**config.mk**
```make
export PLATFORM = sky130hd
export DESIGN_NAME = sparse_expand
export DESIGN_NICKNAME = d
export VERILOG_FILES = /design/src/rtl/sparse_expand.sv
export SDC_FILE = /design/constraint.sdc
export NUM_CORES = 1
export LEC_CHECK = 0
export BUFFER_PORTS_ARGS = -buffer_cell sky130_fd_sc_hd__buf_2
export CAP_MARGIN = 20
export CELL_PAD_IN_SITES_DETAIL_PLACEMENT = 1
export CELL_PAD_IN_SITES_GLOBAL_PLACEMENT = 1
export CORE_MARGIN = 1
export CORE_UTILIZATION = 45
export DETAILED_ROUTE_END_ITERATION = 8
export GPL_ROUTABILITY_DRIVEN = 0
export PLACE_DENSITY_LB_ADDON = 0.08
export SYNTH_ARGS = -nofsm -noshare
export SYNTH_HDL_FRONTEND = slang
export SYNTH_SLANG_ARGS = --single-unit
```
**constraint.sdc**
```tcl
create_clock -name Clk -period 3.6 [get_ports Clk]
set_clock_uncertainty 0.05 [all_clocks]
set_input_delay 0.36 -clock Clk [delete_from_list [all_inputs] [get_ports Clk]]
set_output_delay 0.36 -clock Clk [all_outputs]
set_load 0.1 [all_outputs]
```
**src/rtl/sparse_expand.sv**
```systemverilog
// sparse_expand: rebuilds a dense, in-order frame of NUM_COUNTERS counters from (index, value) pairs.
// Optional feature macro MIDPOINT_RECON_EN: adds STEP/2 to every nonzero emitted counter.
module sparse_expand #(
    parameter int NUM_COUNTERS = 64,
    parameter int IDX_W        = 6,
    parameter int THRESHOLD    = 20,
    parameter int STEP         = 5
) (
    input  logic             Clk,
    input  logic             Reset,
    input  logic             In_Valid,
    output logic             In_Ready,
    input  logic [IDX_W-1:0] In_Index,
    input  logic [31:0]      In_Value,
    input  logic             In_Last,
    input  logic             In_Empty,
    output logic             Out_Valid,
    input  logic             Out_Ready,
    output logic [31:0]      Out_Counter,
    output logic [IDX_W-1:0] Out_Index,
    output logic             Out_Last,
    output logic             Frame_Done,
    output logic             Err_Order,
    output logic             Err_Value
);
    typedef enum logic [1:0] {IDLE, EXPAND, FLUSH} state_t;

    localparam logic [IDX_W:0]   NUM_EXT  = (IDX_W+1)'(NUM_COUNTERS);
    localparam logic [IDX_W-1:0] LAST_POS = IDX_W'(NUM_COUNTERS - 1);
    localparam logic [31:0]      THRESH_V = 32'(THRESHOLD);
    localparam logic [31:0]      STEP_V   = 32'(STEP);

    state_t           state_reg, state_next;
    logic [IDX_W-1:0] pos_reg, pos_next;
    logic             buf_valid_reg, buf_valid_next;
    logic [IDX_W-1:0] buf_idx_reg, buf_idx_next;
    logic [31:0]      buf_val_reg, buf_val_next;
    logic             buf_last_reg, buf_last_next;
    logic             buf_empty_reg, buf_empty_next;
    logic             out_valid_reg, out_valid_next;
    logic [31:0]      out_counter_reg, out_counter_next;
    logic [IDX_W-1:0] out_index_reg, out_index_next;
    logic             out_last_reg, out_last_next;
    logic             frame_done_reg, frame_done_next;
    logic             err_order_reg, err_order_next;
    logic             err_value_reg, err_value_next;

    logic        in_ready, accept, load, last_pending, at_end, idx_in_range, value_bad;
    logic        emit;
    logic [31:0] emit_val, recon;

`ifdef MIDPOINT_RECON_EN
    assign recon = (buf_val_reg == 32'd0) ? 32'd0 : buf_val_reg + 32'(STEP / 2);
`else
    assign recon = buf_val_reg;
`endif

    assign in_ready     = !buf_valid_reg && (state_reg != FLUSH);
    assign accept       = In_Valid && in_ready;
    assign load         = !out_valid_reg || Out_Ready;
    // The final beat of a frame sits in the output register until accepted.
    assign last_pending = out_valid_reg && out_last_reg;
    assign at_end       = (pos_reg == LAST_POS);
    assign idx_in_range = ({1'b0, buf_idx_reg} < NUM_EXT);
    assign value_bad    = (In_Value != 32'd0) &&
                          ((In_Value <= THRESH_V) || ((In_Value % STEP_V) != 32'd0));

    always_comb begin
        state_next       = state_reg;
        pos_next         = pos_reg;
        buf_valid_next   = buf_valid_reg;
        buf_idx_next     = buf_idx_reg;
        buf_val_next     = buf_val_reg;
        buf_last_next    = buf_last_reg;
        buf_empty_next   = buf_empty_reg;
        out_valid_next   = out_valid_reg;
        out_counter_next = out_counter_reg;
        out_index_next   = out_index_reg;
        out_last_next    = out_last_reg;
        frame_done_next  = 1'b0;
        err_order_next   = err_order_reg;
        err_value_next   = err_value_reg;
        emit             = 1'b0;
        emit_val         = 32'd0;

        if (load) begin
            if (last_pending) begin
                out_valid_next  = 1'b0;
                out_last_next   = 1'b0;
                frame_done_next = 1'b1;
                pos_next        = '0;
                state_next      = IDLE;
            end else begin
                out_valid_next = 1'b0;
                case (state_reg)
                    EXPAND: begin
                        // An empty buffer stalls: the gap length is unknown until the next index arrives.
                        if (buf_valid_reg) begin
                            if (buf_empty_reg) begin
                                buf_valid_next = 1'b0;
                                state_next     = FLUSH;
                            end else if (buf_idx_reg == pos_reg) begin
                                emit           = 1'b1;
                                emit_val       = recon;
                                buf_valid_next = 1'b0;
                                if (buf_last_reg && !at_end)
                                    state_next = FLUSH;
                            end else if (idx_in_range && (buf_idx_reg > pos_reg)) begin
                                emit = 1'b1;
                            end else begin
                                buf_valid_next = 1'b0;
                                err_order_next = 1'b1;
                                if (buf_last_reg)
                                    state_next = FLUSH;
                            end
                        end
                    end
                    FLUSH:   emit = 1'b1;
                    default: ;
                endcase
                if (emit) begin
                    out_valid_next   = 1'b1;
                    out_counter_next = emit_val;
                    out_index_next   = pos_reg;
                    out_last_next    = at_end;
                    if (!at_end)
                        pos_next = pos_reg + 1'b1;
                end
            end
        end

        if ((state_reg == IDLE) && (accept || buf_valid_reg))
            state_next = EXPAND;

        if (accept) begin
            buf_valid_next = 1'b1;
            buf_idx_next   = In_Index;
            buf_val_next   = In_Value;
            buf_last_next  = In_Last;
            buf_empty_next = In_Empty;
            if (!In_Empty && value_bad)
                err_value_next = 1'b1;
        end
    end

    always_ff @(posedge Clk or posedge Reset) begin
        if (Reset) begin
            state_reg       <= IDLE;
            pos_reg         <= '0;
            buf_valid_reg   <= 1'b0;
            buf_idx_reg     <= '0;
            buf_val_reg     <= '0;
            buf_last_reg    <= 1'b0;
            buf_empty_reg   <= 1'b0;
            out_valid_reg   <= 1'b0;
            out_counter_reg <= '0;
            out_index_reg   <= '0;
            out_last_reg    <= 1'b0;
            frame_done_reg  <= 1'b0;
            err_order_reg   <= 1'b0;
            err_value_reg   <= 1'b0;
        end else begin
            state_reg       <= state_next;
            pos_reg         <= pos_next;
            buf_valid_reg   <= buf_valid_next;
            buf_idx_reg     <= buf_idx_next;
            buf_val_reg     <= buf_val_next;
            buf_last_reg    <= buf_last_next;
            buf_empty_reg   <= buf_empty_next;
            out_valid_reg   <= out_valid_next;
            out_counter_reg <= out_counter_next;
            out_index_reg   <= out_index_next;
            out_last_reg    <= out_last_next;
            frame_done_reg  <= frame_done_next;
            err_order_reg   <= err_order_next;
            err_value_reg   <= err_value_next;
        end
    end

    assign In_Ready    = in_ready;
    assign Out_Valid   = out_valid_reg;
    assign Out_Counter = out_counter_reg;
    assign Out_Index   = out_index_reg;
    assign Out_Last    = out_last_reg;
    assign Frame_Done  = frame_done_reg;
    assign Err_Order   = err_order_reg;
    assign Err_Value   = err_value_reg;
endmodule
```
# ---- After elaboration in Yosys (flattened, before gate mapping)
# Cells that the tools add are included.
dict set report classes {
  n_eq_ne 9
  order_cmp 2
  bitwise 4
  muxes 37
  add_sub_neg 1
  div_mod_pow 1
  n_reduce_logical 31
}
# operator n
set op_table {}
lappend op_table {{$mux 32} 4}
lappend op_table {{$reduce_bool 32->1} 2}
lappend op_table {{$le 32x5->1 const B} 1}
lappend op_table {{$mod 32x3->32 const B} 1}
lappend op_table {{$mux 2} 10}
lappend op_table {{$mux 1} 19}
lappend op_table {{$mux 6} 3}
lappend op_table {{$reduce_and 3->1} 3}
lappend op_table {{$reduce_bool 2->1} 4}
lappend op_table {{$logic_and 1x1->1} 7}
lappend op_table {{$reduce_and 7->1} 1}
lappend op_table {{$add 6x1->6 const B} 1}
lappend op_table {{$eq 6x6->1} 1}
lappend op_table {{$eq 6x6->1 const B} 1}
lappend op_table {{$gt 6x6->1} 1}
lappend op_table {{$ne 2x2->1 const B} 3}
lappend op_table {{$reduce_and 6->1} 1}
lappend op_table {{$reduce_bool 3->1} 2}
lappend op_table {{$ne 5x3->1 const B} 1}
lappend op_table {{$ne 5x4->1 const B} 1}
lappend op_table {{$reduce_bool 5->1} 1}
lappend op_table {{$logic_not 1->1} 4}
lappend op_table {{$not 1->1} 4}
lappend op_table {{$reduce_and 2->1} 2}
lappend op_table {{5 further kinds} 7}
dict set report totals {
  output_inout_bits 44
  register_bits 92
}

# ---- Logic depth before layout (Yosys ltp)
dict set report depth {
  depth_word 11
  depth_mapped 48
}

# ---- Least setup slack after synthesis
# OpenSTA, ideal clock, no wires.
dict set report synth_timing {
  path_kind {input port to flip-flop}
  from {in In_Value[29]}
  to {reg err_value_reg, in the netlist Err_Value}
  arrival_ns 9.291
  path_stages 42
  setup_slack_ns -5.863
  path_cell_list {buf_6 > nand2b_1 > mux2_2 > o2111ai_2 > a21oi_1 > a221o_1 > o211a_2 > or2_1 > buf_2 > or3_4 > a32oi_4 > nor4_1 > o311ai_1 > o31ai_1 > o32a_1 > o32a_2 > o21ai_2 > a32oi_1 > [6 not listed] > a32oi_2 > nor3_1 > and2_1 > or4_1 > buf_2 > nand3_1 > or4b_4 > a211oi_4 > nor2b_1 > o31ai_1 > ha_1 > nand2b_1 > o22ai_1 > a31oi_1 > o41ai_1 > nor4b_1 > o2111ai_1 > a41o_1}
}
dict set report synth_via {
  elab_chain_cells 6
  elab_cells_between_ends 8
  cone_classes {div: 1; order compare: 1; reduce/logical: 6}
}
# element line_no
set synth_rtl {}
lappend synth_rtl {{from (decl)} 14} ;# input logic [31:0] In_Value,
lappend synth_rtl {{$mod 32x3->32} 66} ;# ((In_Value <= THRESH_V) || ((In_Value % STEP_V) != 32'd0));
lappend synth_rtl {{$reduce_bool 32->1} 66}
lappend synth_rtl {{$logic_or 1x1->1} 66}
lappend synth_rtl {{$logic_and 1x1->1 (*)} 65} ;# assign value_bad = (In_Value != 32'd0) &&
lappend synth_rtl {{$logic_and 1x1->1 (*)} 141} ;# if (!In_Empty && value_bad)
lappend synth_rtl {{$reduce_and 2->1 (no source line) (*)} n/a}
lappend synth_rtl {{to (signal assigned)} 176} ;# err_value_reg <= err_value_next;
lappend synth_rtl {{to (decl)} 46} ;# logic err_value_reg, err_value_next;
# Every way passes the cells marked *; elsewhere a longest branch is shown, timed or not.
# A chain may end at the register's enable or synchronous reset.

# ---- Worst setup path in the final report
dict set report layout_timing {
  from {in In_Value[27]}
  to {reg err_value_reg, in the netlist Err_Value}
}
# The elaborated chain is that of the path after synthesis.

==> results.md <==
- #FFs+latches synth: 92
- Top cells by area, synth: dfrtp_1, mux2_2, nand2_1, o21ai_0, nor2_1
- Critical-path top delay cell: nor4_1
- Synth top cells by count: nand2_1, dfrtp_1, nor2_1
- Starting Density: 45.9%
- Synth Instances: 1,037
- Fraction of layout cells with a size suffix above 1: between 40 and 50%
- Post-synth EDFFs: 0
- Global-route congestion overflow total: 0
- Via count: 12,300
- Hold slack: between 0.15 and 0.2 ns
- CTS sink cnt: 92
- P_leak: 5.36 nW
- Final Critical Period: roughly 13 ns
- Final setup viols: 3
- Setup Crit Path Kind: primary input to register
- Largest family of logic cells by synthesized area: compound AO/OA/AOI/OAI gates
- First DRT Iteration DRCs: between 1,500 and 2,000
- Biggest area consumer among synthesized cells: dfrtp_1
- Gate power share: 68.1%
- Die H: 137 µm
- Final worst path period share: 348%
- Mux cell area share after synthesis: 7.39%
- First-pass GRT wire length: 67.4 mm
- Critical Path Sink Type: register
- Critical path startpoint category: primary input
- IO Port Bufs: 87
- Synth Area in XOR/XNOR: 2.23%
- Adder-cell share of the synthesized area: under 10%
- Worst Path Max Fanout: 12
- # nets final: 1,422
- Slew Limit Fails: 2
- Clk root buf: clkbuf_16
- Status: finished with violations
- Internal power: between 4 and 5 mW
- FFs w/ async S/R, synth: 100%
- Row cnt: 49
- Unique masters post-synth: roughly 110
- Chip Width: about 140 µm
- Register area share after synthesis: 27.9%
- Relative max-transition margin: -19.6%
- Slew at the pin with the worst max-slew slack: 1.78 ns
- Layout fillers: about 2,000
- DP HPWL: 24.5 mm
- Largest net degree at the start of global routing: 80
- Syn_area_per_cell: a little under 8 µm²
- Synth Area in Simple Gates: 24.4%
- WP data arrival: 12.71 ns
- Vias in the first global route: 11,800
- GRT Overall Usage: 47.0%
- Most frequent cell after synthesis: nand2_1
- Top_reg_cell synth: dfrtp_1
- Max clock buf depth: 2
- Compound-Gate Fraction of Synth Area: between 20 and 30%
- Total Power Consumption: roughly 8.8 mW
- Ys Warns: 0
- Later-pin clock latency in the skew report: 0.37 ns
- CTS buffer count: 9
- Drt wl/cell: between 30 and 40 µm
- Core box area: 0.0180 mm²
- Hold Path Class: primary input to register
- Drt total wl: roughly 54 mm
- RSZ-0062 raised after global routing: yes
- Post-route ant nets: 0
- Max Clock Freq: 79.9 MHz
- Net Sw Frac: 51.3%
- Area delta synth->final: 50.0%
- Post-synth top area share: 27.9%
- Net count after synthesis: 1,093
- Die area: 0.0189 mm²
- Max incr delay on CP: 1.00 ns
- Remaining DRCs: 0
- I/O pins: 88
- Critical Path RT: 3.79 ns
- Flop pwr share: 19.2%
- Final hold vios: 0
- Detailed-route vias per instance: 7.67
- Failing checks: max-capacitance violations, max-slew violations, negative setup slack
- Peak supply drop: approximately 690 µV
- Clock Power Share: about 13%
- DRT Pass-1 Iters: 6
- Clock transition at path regs: 0.07 ns
- Initial antenna violation count: 8
- Synth Cell Area: ~0.0082 mm²
- CTS tree: done
- Most used cell along the critical path: buf_4
- Max_cap viols: 1
- Post-route setup slack: -8.92 ns
- Pwr Density: between 700 and 800 mW/mm²
- Net Switching: about 4.5 mW
- Max H-tree Level: 3
-- power by group through the flow --
stage,Clock (mW),Sequential (mW),Combinational [mW]
CTS,1.04,1.60,4.88
floorplan,0,1.87,2.41
global placement,0,1.56,4.00
finish,1.11,1.68,5.97
detailed placement,0,1.60,4.20
global route,1.11,1.70,6.09
-- worst max-delay path: cells and delay by family --
family / cells / cell delay (ns)
AO/OA/AOI/OAI: 21 / 4.54
adder cells (fa/ha/maj): 1 / 0.22
buffers and inverters: 10 / 1.94
multiplexers: 2 / 0.37
AND/OR/NAND/NOR: 15 / 5.22
-- kinds of logic (layout without fill, tap and decap cells) --
kind of cell / Yosys count / count (layout)
simple gates: 404 / 404
other cells: 0 / 3
xor+xnor: 21 / 21
flops: 92 / 92
compound gates: 331 / 332
fa+ha+maj: 12 / 12
mux: 54 / 54
buf+inv: 123 / 455
-- stage by stage --
stage	TNS, ns	utilization [%]	instance area [µm²]	worst slack [ns]	cells
2_1_floorplan	-5.73	-	8320	-5.73	1037
3_3_place_gp	-6.56	60.0	10800	-6.56	1536
3_5_place_dp	-6.98	60.0	10800	-6.98	1536
4_1_cts	-6.08	66.7	12000	-6.08	1588
5_1_grt	-9.54	68.8	12400	-9.03	1599
6_report	-9.06	68.9	12400	-8.92	1602
-- repair_timing --
| item | in CTS | in global routing |
|---|---|---|
| gates cloned | 2 | 0 |
| endpoints found under the setup margin | 1 | 29 |
| hold buffers | 0 | 1 |
| setup buffers | 35 | 9 |
| hold endpoints to repair | 0 | 9 |
| pin swaps | 71 | 26 |
| resized for setup | 114 | 52 |
-- layout make-up --
cell class | instances | area, µm² | area share (%)
flip-flops and latches | 92 | 2300 | 18.6
clock inverters | 4 | 73.8 | 0.597
repair buffers | 396 | 2950 | 23.8
clock buffers | 11 | 233 | 1.88
multi-input cells | 823 | 6350 | 51.4
inverters | 44 | 168 | 1.36
diodes | 3 | 7.51 | 0.0607
well taps | 229 | 287 | 2.32
-- layer usage --
| metal | vias up | track usage [%] | wire length [µm] |
|---|---|---|---|
| li1 | 4595 | - | - |
| met1 | 5845 | 52.3 | 17600 |
| met2 | 1257 | 79.1 | 23600 |
| met3 | 587 | 10.0 | 6940 |
| met4 | 10 | 34.1 | 6160 |
| met5 | - | 0 | 118 |
-- final timing paths --
kind                                    to          from  depth (start not counted)  slack [ns]
min reg2reg                   Out_Index[1]  Out_Index[1]                          2        0.44
min in group asynchronous  Out_Counter[26]         Reset                          3        0.41
max in group asynchronous   buf_idx_reg[5]         Reset                          5        2.19
max reg2reg                Out_Counter[29]    pos_reg[3]                         13       -0.11
max                              Err_Value  In_Value[27]                         49       -8.92
min                         buf_idx_reg[3]   In_Index[3]                          2        0.19
-- placed cells by master (no fill, tap or decap), types with 8 or more instances in the layout --
cell type | netlist | final
xnor2_1 | 19 | 18
clkbuf_16 | 0 | 9
buf_12 | 0 | 12
a211oi_1 | 17 | 8
nor3_1 | 32 | 24
buf_2 | 21 | 85
dfrtp_1 | 92 | 92
o21ai_2 | 2 | 10
a21oi_1 | 42 | 33
mux2_2 | 44 | 44
clkinv_1 | 8 | 8
nand4_1 | 22 | 22
a211oi_2 | 1 | 9
or3_1 | 10 | 9
buf_4 | 3 | 293
o31ai_1 | 10 | 8
o211ai_1 | 9 | 9
inv_1 | 35 | 34
nand2_1 | 129 | 123
nor4_1 | 19 | 10
ha_1 | 12 | 10
nand3_1 | 40 | 35
o21ai_0 | 71 | 64
o21ai_1 | 14 | 12
nor2_1 | 82 | 76
Note: power is estimated with default switching activity, not from simulation.
